===== src/rtl/ser_pkg.sv =====
// ser_pkg: shared constants and types for the RS-232 serial port (8N1).
//   DIV_DEFAULT   clock cycles per bit at 50 MHz / 115200 baud
//   REG_DATA/STAT word select on bus_addr[2]
//   ST_*          bit positions in the status word
//   ser_state_e   frame FSM encoding, shared by transmitter and receiver
package ser_pkg;

  localparam int unsigned DIV_DEFAULT = 434;

  localparam logic REG_DATA = 1'b0;
  localparam logic REG_STAT = 1'b1;

  localparam int ST_RXRDY = 0;
  localparam int ST_TXRDY = 1;
  localparam int ST_FERR  = 2;
  localparam int ST_OVR   = 3;

  typedef enum logic [1:0] {
    IDLE  = 2'd0,
    START = 2'd1,
    DATA  = 2'd2,
    STOP  = 2'd3
  } ser_state_e;

endpackage


===== src/rtl/ser_if.sv =====
// ser_if: RISC5 I/O bus slice seen by the serial port.
//   stb      word selected by the address decoder
//   we       write enable, qualified by stb
//   addr     bus_addr[2]: 0 = data word, 1 = status word
//   data_in  write data (only [7:0] used)
//   data_out combinational read data
//   ack      acknowledge, equal to stb (no wait states)
interface ser_if;
  logic        stb;
  logic        we;
  logic        addr;
  logic [31:0] data_in;
  logic [31:0] data_out;
  logic        ack;

  modport master (output stb, we, addr, data_in, input data_out, ack);
  modport slave  (input stb, we, addr, data_in, output data_out, ack);
endinterface


===== src/rtl/ser_rx.sv =====
// ser_rx: 8N1 receiver. Synchronises rxd, finds the start bit, samples
// each bit near its centre and reports the completed frame.
//   clk, rst_n    system clock, async active-low reset
//   rxd_i         raw serial line, asynchronous, idle high
//   done_o        one-cycle pulse: frame with valid stop bit, data_o valid
//   frame_err_o   one-cycle pulse: stop bit sampled as 0
//   data_o        received byte (LSB first on the line)
module ser_rx
  import ser_pkg::*;
#(
  parameter int unsigned DIV = DIV_DEFAULT
) (
  input  logic       clk,
  input  logic       rst_n,
  input  logic       rxd_i,
  output logic       done_o,
  output logic       frame_err_o,
  output logic [7:0] data_o
);

  localparam logic [15:0] FULL_RELOAD = 16'(DIV - 1);
  localparam logic [15:0] HALF_RELOAD = 16'(DIV / 2 - 1);

  logic [1:0] sync_q;
  logic       rxd_s;

  ser_state_e state_q, state_d;
  logic [15:0] cnt_q, cnt_d;
  logic [2:0]  idx_q, idx_d;
  logic [7:0]  shreg_q, shreg_d;

  // Synchroniser resets to the idle level so leaving reset never looks
  // like a falling start edge.
  // NOTE: registers use <= so every flop samples pre-edge values; blocking
  // assignments here would collapse the two synchroniser stages into one.
  always_ff @(posedge clk or negedge rst_n) begin
    if (!rst_n) begin
      sync_q <= 2'b11;
    end else begin
      sync_q <= {sync_q[0], rxd_i};
    end
  end

  assign rxd_s = sync_q[1];

  // NOTE: every control/datapath flop has an async reset so the frame is
  // abandoned cleanly; the byte register is small enough that resetting it
  // also gives a defined rx_byte after reset.
  always_ff @(posedge clk or negedge rst_n) begin
    if (!rst_n) begin
      state_q <= IDLE;
      cnt_q   <= '0;
      idx_q   <= '0;
      shreg_q <= '0;
    end else begin
      state_q <= state_d;
      cnt_q   <= cnt_d;
      idx_q   <= idx_d;
      shreg_q <= shreg_d;
    end
  end

  // NOTE: all outputs of this block get a default first, so no path leaves
  // a signal unassigned and no latch is inferred.
  always_comb begin
    state_d     = state_q;
    cnt_d       = cnt_q;
    idx_d       = idx_q;
    shreg_d     = shreg_q;
    done_o      = 1'b0;
    frame_err_o = 1'b0;

    unique case (state_q)
      IDLE: begin
        if (!rxd_s) begin
          state_d = START;
          cnt_d   = HALF_RELOAD;
        end
      end
      START: begin
        if (cnt_q == '0) begin
          // Line back high at mid start bit: glitch, not a frame.
          if (rxd_s) begin
            state_d = IDLE;
          end else begin
            state_d = DATA;
            cnt_d   = FULL_RELOAD;
            idx_d   = '0;
          end
        end else begin
          cnt_d = cnt_q - 16'd1;
        end
      end
      DATA: begin
        if (cnt_q == '0) begin
          shreg_d = {rxd_s, shreg_q[7:1]};
          cnt_d   = FULL_RELOAD;
          if (idx_q == 3'd7) begin
            state_d = STOP;
          end else begin
            idx_d = idx_q + 3'd1;
          end
        end else begin
          cnt_d = cnt_q - 16'd1;
        end
      end
      STOP: begin
        if (cnt_q == '0) begin
          // Back to IDLE at once; a low line here re-arms start detection.
          state_d = IDLE;
          if (rxd_s) begin
            done_o = 1'b1;
          end else begin
            frame_err_o = 1'b1;
          end
        end else begin
          cnt_d = cnt_q - 16'd1;
        end
      end
      default: state_d = IDLE;
    endcase
  end

  assign data_o = shreg_q;

endmodule


===== src/rtl/ser.sv =====
// ser: memory-mapped RS-232 port (8N1, fixed baud) for the RISC5 I/O bus.
// Contains the transmitter, status/data registers and bus decode; the
// receiver lives in ser_rx.
//   clk, rst_n  system clock, async active-low reset
//   bus         ser_if slave: data word (addr 0), status word (addr 1)
//   rxd         serial input, asynchronous, idle high
//   txd         serial output, registered, idle high
module ser
  import ser_pkg::*;
#(
  parameter int unsigned DIV = DIV_DEFAULT
) (
  input  logic clk,
  input  logic rst_n,
  ser_if.slave bus,
  input  logic rxd,
  output logic txd
);

  localparam logic [15:0] FULL_RELOAD = 16'(DIV - 1);

  // Bus decode; side effects land on the edge that ends the stb cycle.
  logic wr_data, rd_data, rd_stat;
  assign wr_data = bus.stb &  bus.we & (bus.addr == REG_DATA);
  assign rd_data = bus.stb & ~bus.we & (bus.addr == REG_DATA);
  assign rd_stat = bus.stb & ~bus.we & (bus.addr == REG_STAT);

  logic unused_data;
  assign unused_data = ^bus.data_in[31:8];

  // ---------------- transmitter ----------------
  ser_state_e tx_state_q, tx_state_d;
  logic [15:0] tx_cnt_q, tx_cnt_d;
  logic [2:0]  tx_idx_q, tx_idx_d;
  logic [7:0]  tx_shreg_q, tx_shreg_d;
  logic        txd_q, txd_d;
  logic        tx_ready;

  assign tx_ready = (tx_state_q == IDLE);

  always_ff @(posedge clk or negedge rst_n) begin
    if (!rst_n) begin
      tx_state_q <= IDLE;
      tx_cnt_q   <= '0;
      tx_idx_q   <= '0;
      tx_shreg_q <= '0;
      txd_q      <= 1'b1;
    end else begin
      tx_state_q <= tx_state_d;
      tx_cnt_q   <= tx_cnt_d;
      tx_idx_q   <= tx_idx_d;
      tx_shreg_q <= tx_shreg_d;
      txd_q      <= txd_d;
    end
  end

  always_comb begin
    tx_state_d = tx_state_q;
    tx_cnt_d   = tx_cnt_q;
    tx_idx_d   = tx_idx_q;
    tx_shreg_d = tx_shreg_q;

    unique case (tx_state_q)
      IDLE: begin
        // Writes in any other state fall through here and are dropped.
        if (wr_data) begin
          tx_state_d = START;
          tx_cnt_d   = FULL_RELOAD;
          tx_shreg_d = bus.data_in[7:0];
        end
      end
      START: begin
        if (tx_cnt_q == '0) begin
          tx_state_d = DATA;
          tx_cnt_d   = FULL_RELOAD;
          tx_idx_d   = '0;
        end else begin
          tx_cnt_d = tx_cnt_q - 16'd1;
        end
      end
      DATA: begin
        if (tx_cnt_q == '0) begin
          tx_cnt_d = FULL_RELOAD;
          if (tx_idx_q == 3'd7) begin
            tx_state_d = STOP;
          end else begin
            tx_idx_d = tx_idx_q + 3'd1;
          end
        end else begin
          tx_cnt_d = tx_cnt_q - 16'd1;
        end
      end
      STOP: begin
        if (tx_cnt_q == '0) begin
          tx_state_d = IDLE;
        end else begin
          tx_cnt_d = tx_cnt_q - 16'd1;
        end
      end
      default: tx_state_d = IDLE;
    endcase

    // Line level is decoded from the next state so txd is a clean flop
    // output aligned with the state register.
    unique case (tx_state_d)
      START:   txd_d = 1'b0;
      DATA:    txd_d = tx_shreg_d[tx_idx_d];
      default: txd_d = 1'b1;
    endcase
  end

  assign txd = txd_q;

  // ---------------- receiver ----------------
  logic       rx_done, rx_ferr;
  logic [7:0] rx_data;

  ser_rx #(.DIV(DIV)) u_rx (
    .clk         (clk),
    .rst_n       (rst_n),
    .rxd_i       (rxd),
    .done_o      (rx_done),
    .frame_err_o (rx_ferr),
    .data_o      (rx_data)
  );

  // ---------------- status / data registers ----------------
  logic       rx_ready_q, rx_ready_d;
  logic       ovr_q, ovr_d;
  logic       ferr_q, ferr_d;
  logic [7:0] rx_byte_q, rx_byte_d;

  always_ff @(posedge clk or negedge rst_n) begin
    if (!rst_n) begin
      rx_ready_q <= 1'b0;
      ovr_q      <= 1'b0;
      ferr_q     <= 1'b0;
      rx_byte_q  <= '0;
    end else begin
      rx_ready_q <= rx_ready_d;
      ovr_q      <= ovr_d;
      ferr_q     <= ferr_d;
      rx_byte_q  <= rx_byte_d;
    end
  end

  // Set beats clear everywhere: a new byte outranks a data read, and a
  // flag being raised outranks a status read.
  always_comb begin
    rx_ready_d = rx_ready_q;
    ovr_d      = ovr_q;
    ferr_d     = ferr_q;
    rx_byte_d  = rx_byte_q;

    if (rx_done) begin
      rx_byte_d  = rx_data;
      rx_ready_d = 1'b1;
    end else if (rd_data) begin
      rx_ready_d = 1'b0;
    end

    // Overrun only if the old byte was unread and not being read right now.
    if (rx_done && rx_ready_q && !rd_data) begin
      ovr_d = 1'b1;
    end else if (rd_stat) begin
      ovr_d = 1'b0;
    end

    if (rx_ferr) begin
      ferr_d = 1'b1;
    end else if (rd_stat) begin
      ferr_d = 1'b0;
    end
  end

  // ---------------- read mux ----------------
  always_comb begin
    bus.data_out = '0;
    if (bus.stb) begin
      if (bus.addr == REG_DATA) begin
        bus.data_out[7:0] = rx_byte_q;
      end else begin
        bus.data_out[ST_RXRDY] = rx_ready_q;
        bus.data_out[ST_TXRDY] = tx_ready;
        bus.data_out[ST_FERR]  = ferr_q;
        bus.data_out[ST_OVR]   = ovr_q;
      end
    end
  end

  assign bus.ack = bus.stb;

endmodule

===== src/flat_wrapper.sv =====
// flat-port wrapper written by rule: the top's interface ports become plain ports
module ser_flat import ser_pkg::*;
#(
  parameter int unsigned DIV = DIV_DEFAULT
)
  (clk, rst_n, rxd, txd, bus_stb, bus_we, bus_addr, bus_data_in, bus_data_out, bus_ack);
  ser_if bus_i ();
  input  logic clk;
  input  logic rst_n;
  input  logic rxd;
  output logic txd;
  input wire logic [$bits(bus_i.stb)-1:0] bus_stb;
  input wire logic [$bits(bus_i.we)-1:0] bus_we;
  input wire logic [$bits(bus_i.addr)-1:0] bus_addr;
  input wire logic [$bits(bus_i.data_in)-1:0] bus_data_in;
  output wire logic [$bits(bus_i.data_out)-1:0] bus_data_out;
  output wire logic [$bits(bus_i.ack)-1:0] bus_ack;
  assign bus_i.stb = bus_stb;
  assign bus_i.we = bus_we;
  assign bus_i.addr = bus_addr;
  assign bus_i.data_in = bus_data_in;
  assign bus_data_out = bus_i.data_out;
  assign bus_ack = bus_i.ack;
  ser #(.DIV(DIV)) u_core (.clk(clk), .rst_n(rst_n), .bus(bus_i), .rxd(rxd), .txd(txd));
endmodule

===== config.mk =====
export PLATFORM = sky130hd
export DESIGN_NAME = ser_flat
export DESIGN_NICKNAME = d
export VERILOG_FILES = /design/src/rtl/ser_pkg.sv /design/src/rtl/ser_if.sv /design/src/rtl/ser_rx.sv /design/src/rtl/ser.sv /design/src/flat_wrapper.sv
export SDC_FILE = /design/constraint.sdc
export NUM_CORES = 1
export LEC_CHECK = 0
export CAP_MARGIN = 20
export CORE_UTILIZATION = 50
export DETAILED_ROUTE_END_ITERATION = 8
export DONT_BUFFER_PORTS = 1
export SYNTH_ARGS = -nofsm -noshare
export SYNTH_HDL_FRONTEND = slang
export SYNTH_HIERARCHICAL = 1
export SYNTH_SLANG_ARGS = --single-unit

===== constraint.sdc =====
create_clock -name clk -period 6.9 [get_ports clk]
set_clock_uncertainty 0.15 [all_clocks]
set_input_delay 1.38 -clock clk [delete_from_list [all_inputs] [get_ports clk]]
set_output_delay 1.38 -clock clk [all_outputs]
set_load 0.005 [all_outputs]

* Word-level counts from Yosys, hierarchy flattened
Cells that the tools add are included.
Operators by class: magnitude comparators 1, add/sub/neg operators 4, bitwise operators 7, mux-type cells 51, eq/ne operators 21, reduce and logical (&&, ||, !) cells 17
Operators by type and width (count):
- 16-bit 2-to-1 mux | 8
- 16-bit case mux with 4 select lines | 1
- 16-bit case mux with 3 select lines | 1
- 16-bit logical NOT | 2
- 16-bit by 1-bit subtractor with 16-bit output, second input constant | 2
- 8-bit 2-to-1 mux | 3
- 2-bit 2-to-1 mux | 11
- 3-bit 2-to-1 mux | 7
- 2-bit != test, second input constant | 9
- 2-bit case mux with 4 select lines | 2
- 1-bit 2-to-1 mux | 12
- 3-bit case mux with 2 select lines | 2
- 2-bit equality test, second input constant | 5
- 5-bit AND reduction | 2
- 4-bit 2-to-1 mux | 2
- 2-bit nonzero test | 4
- 3-bit by 1-bit adder with 3-bit output, second input constant | 2
- 2-bit by 1-bit equality test with 1-bit output, second input constant | 3
- 3-bit equality test, second input constant | 2
- 1-bit bitwise AND | 5
- 2-bit logical NOT | 2
- 3-bit by 4-bit < comparator with 1-bit output, second input constant | 1
- 2-bit AND reduction | 2
- 1-bit binary-select mux with 3-bit select | 1
- other kinds (8) | 10
Word-level totals: output and inout bits 34, input port bits 38, flip-flop bits (word level) 72, word-level logic and storage cells 115

* Longest topological paths before layout
depth in word-level cells 7, mapped depth 10, mapped depth without buffers 10

* Modules after synthesis
Netlist, hierarchy kept.
By module, submodules not included:
- ser | area an instance 2433.6 um^2, seq. area each 1027.2 um^2, cells each 239, times used 1
- ser_rx | area an instance 1778.0 um^2, seq. area each 778.2 um^2, cells each 175, times used 1

* Least setup slack after synthesis
OpenSTA, ideal clock, no wires.
path type input -> output, from input bus_addr, to output bus_data_out[4], stages on the path 3, path buffers 1, data arrival time 2.048 ns, data required time 5.370 ns, slack 3.322 ns, path through clkbuf_1 > nor2b_1 > and2_1
Between the ends: word-level cells in the longest chain between the ends 2
Ends and longest elaborated chain:
- start, declared | RTL line flat_wrapper.sv:14 | input wire logic [$bits(bus_i.addr)-1:0] bus_addr;
- 4-bit 2-to-1 mux | RTL line ser.sv:180 | if (bus.addr == REG_DATA) begin
- 8-bit 2-to-1 mux | RTL line ser.sv:179 | if (bus.stb) begin
- end, declared | RTL line flat_wrapper.sv:16 | output wire logic [$bits(bus_i.data_out)-1:0] bus_data_out;
No other way between the ends.

* Worst setup path after layout
from input bus_stb, to output bus_data_out[7]
Between the ends: word-level cells in the longest chain between the ends 1
Ends and longest elaborated chain:
- start, declared | RTL line flat_wrapper.sv:12 | input wire logic [$bits(bus_i.stb)-1:0] bus_stb;
- 8-bit 2-to-1 mux | RTL line ser.sv:179
No other way between the ends.

==> summary.txt <==
Synthesis
  • Ys flop type: dfrtp_1
  • Async SR Flop Fraction: 100%
  • Post-synth top area cell: dfrtp_1
  • Yosys warning total: 6
  • Number of enable flip-flop cells after synthesis: 0
  • Seq/Total Area, Yosys: 42.9%
  • Synth top area share: roughly two fifths
  • Yosys cell types: 68
  • Mapped Cells: about 410
  • Top cells by area, synth: dfrtp_1 41%, mux2_2 6.4%, ha_1 4.8%
  • Netlist Area Pre-Place: 4210 um^2
  • Post-Syn Area per Cell: roughly 10 um^2
  • #FFs+latches synth: just over 70

Place
  • GP Congestion: 0.835
  • PortBufs: 0
  • Hpwl dp: about 5400 um
  • Placed Instance Area: 4180 um^2

Power and ir drop
  • Comb pwr share: 0.9%
  • Maximum VDD drop: ~0.15 mV
  • Switching Share: 23.5%
  • Leakage: 2.02 nW
  • Pwr dens: around 180 nW/um^2
  • Clk pwr share: 44.9%
  • Internal power: ~0.0006 W
  • Psw: about 0.00018 W
  • Proportion of power drawn by flip-flops and latches: 54.2%

Routing
  • Post-route ant nets: 0
  • Total number of vias: between 2,000 and 3,000
  • First-pass detailed-route iteration total: 4
  • Detailed Route Iter0 Violations: roughly 140
  • Avg WL per Cell: approximately 15 um
  • WL final: 7740 um
  • Drt via density: roughly 5.6
  • DRC Markers: 0

Worst setup path
  • Critical Path Source: bus_stb
  • Crit path required time: between 5 and 6 ns
  • Worst setup endpoint: bus_data_out[7]
  • Crit path launch type: input pin
  • Crit path max-delay family: simple AND/OR/NAND/NOR gates
  • Reg-to-Reg Start: u_core/tx_cnt_q[0]
  • Critical Path AT: roughly 2.1 ns
  • WS Path Type: input pin to output pin
  • CP Cell Sequence: nor2b_1 > and2_1
  • R2R cell count: 9
  • WP depth: 2
  • Critical Path Sink Type: output pin
  • R2r endpoint: u_core/tx_cnt_q[13]
  • Worst Path Buf+Inv: 0
  • Critical Path Max Stage Delay: around 0.45 ns
  • R2r setup slk: between 3 and 4 ns
  • CP max FO: 7
  • Critical path's slowest cell: nor2b_1

Timing
  • Hold Vio Cnt, Final: 0
  • Least-Margin Pin Slew: 0.755 ns
  • Final worst-path cycle share: about 52%
  • Setup repair after global routing missed its margin: false
  • Final setup fails: 0
  • Rel. slew slack: about half
  • Fin. max-slew vios: 0
  • Minimum clock period: between 3 and 4 ns
  • Final TNS setup: 0 ns
  • Max Freq: approximately 0.28 GHz

Job
  • Max cap viols: 0

Global routing
  • Largest net degree at the start of global routing: between 70 and 80
  • Initial antenna violation count: 0
  • Overflow after GRT: 0
  • Number of global-route vias before repair: about 2,700
  • GRT Util Overall: a little under a fifth
  • First-pass GRT wire length: ~13,000 um

Final layout
  • Fin area: 4390 um^2
  • Area delta synth->final: 4.16%
  • Most frequent cells in the layout: 69 x dfrtp_1, 35 x nor2_1, 25 x a21oi_1
  • Final #Nets: around 470
  • Layout cell share with drive strength beyond 1: roughly 16%
  • Ant. Diodes: 0
  • Most common cell after layout, fill and taps aside: dfrtp_1

Clock network
  • Root Driver: clkbuf_8
  • Latest clock arrival within the worst-skew pair: 0.35 ns
  • CTS tree: built
  • Post-CTS Hold Fix Bufs: 0
  • Inserted Clock Buffers: 9
  • Clock slew at reported path FFs: around 0.080 ns
  • Clk buf depth: 2
  • H-tree levels: 3
  • PostCTS Resize Cnt: 0
  • Post-CTS setup buffers: 0
  • Clk sinks: 72

Die
  • Die ar.: 8790 um^2
  • Cell row count: 33
  • Die width: approximately 94 um
  • IO Pins: 72
  • Starting Density: about half
  • Core area: 8180 um^2
  • Die Y: around 94 um

Outcome
  • Status: finished clean

Hold path
  • Worst Hold Class: flop to flop
  • Worst Min Path Start: u_core/u_rx/sync_q[0]
## layer usage
layer	GRT usage, %	share of wire [%]	vias up
li1	-	-	1445
met1	25.9	49	1443
met2	30.0	48	42
met3	3.64	2.6	7
met4	8.08	1.1	0
met5	0	0	-
## metrics by stage
stage	setup WS [ns]	instances	utilization, %	power [W]	hold WS, ns
3_5_place_dp	3.17	506	51.1	0.000438	0.197
3_3_place_gp	3.18	506	51.1	0.000438	0.197
4_1_cts	3.28	522	53.7	0.000794	0.210
6_report	3.30	522	53.7	0.000781	0.208
2_1_floorplan	3.32	437	-	0.000449	0.195
5_1_grt	3.23	522	53.7	0.000815	0.218
## how the worst min path moves through the flow
| stage | depth (start not counted) | slack (ns) | endpoint |
|---|---|---|---|
| finish | 0 | 0.21 | u_core/u_rx/sync_q[1] |
| global route | 0 | 0.22 | u_core/u_rx/sync_q[1] |
| CTS | 0 | 0.21 | u_core/u_rx/sync_q[1] |
| detailed placement | 0 | 0.20 | u_core/u_rx/sync_q[1] |
| global placement | 0 | 0.20 | u_core/u_rx/sync_q[1] |
| floorplan | 0 | 0.20 | u_core/u_rx/sync_q[1] |
## layout make-up
type | instances | area (um^2)
fillers | 715 | 3790
flip-flops and latches | 72 | 1810
multi-input cells | 311 | 2180
inverters | 18 | 67.6
well taps | 105 | 131
clock inverters | 7 | 82.6
clock buffers | 9 | 124
## power by group through the flow
stage	Combinational (W)	Sequential, W	Clock (W)
finish	0.00000680	0.000423	0.000351
global route	0.00000848	0.000424	0.000383
CTS	0.00000661	0.000423	0.000364
detailed placement	0.00000661	0.000432	0
global placement	0.00000655	0.000432	0
floorplan	0.0000171	0.000432	0
## synthesized netlist by cell type (all sizes together) (8+ instances only)
master and instances:
dfrtp 69, nor2 36, buf 29, a21oi 26, mux2 25, nand2 24
o21ai 21, inv 18, ha 16, nor4 13, or4 10, mux2i 9
a22o 8, xnor2 8
## sequential cells by signal, indices dropped and copies added, names as in the netlist, 2 cells and up, named ones only
name / cells
u_core/rx_byte_q: 8
u_core/tx_cnt_q: 16
u_core/tx_idx_q: 3
u_core/tx_shreg_q: 8
u_core/tx_state_q: 2
u_core/u_rx/cnt_q: 16
u_core/u_rx/data_o: 8
u_core/u_rx/idx_q: 3
u_core/u_rx/sync_q: 2
## kinds of logic after synthesis
kind of cell	Yosys count	synth area share, %
AOI/OAI and AO/OA	92	15.3
DFF	72	42.9
buffers and inverters	54	7.52
and+or+nand+nor	135	18.2
other	1	0.0890
xor gates and xnor gates	9	1.87
muxes	35	9.45
adders and majority gates	16	4.75
(Power assumes the default switching activity.)
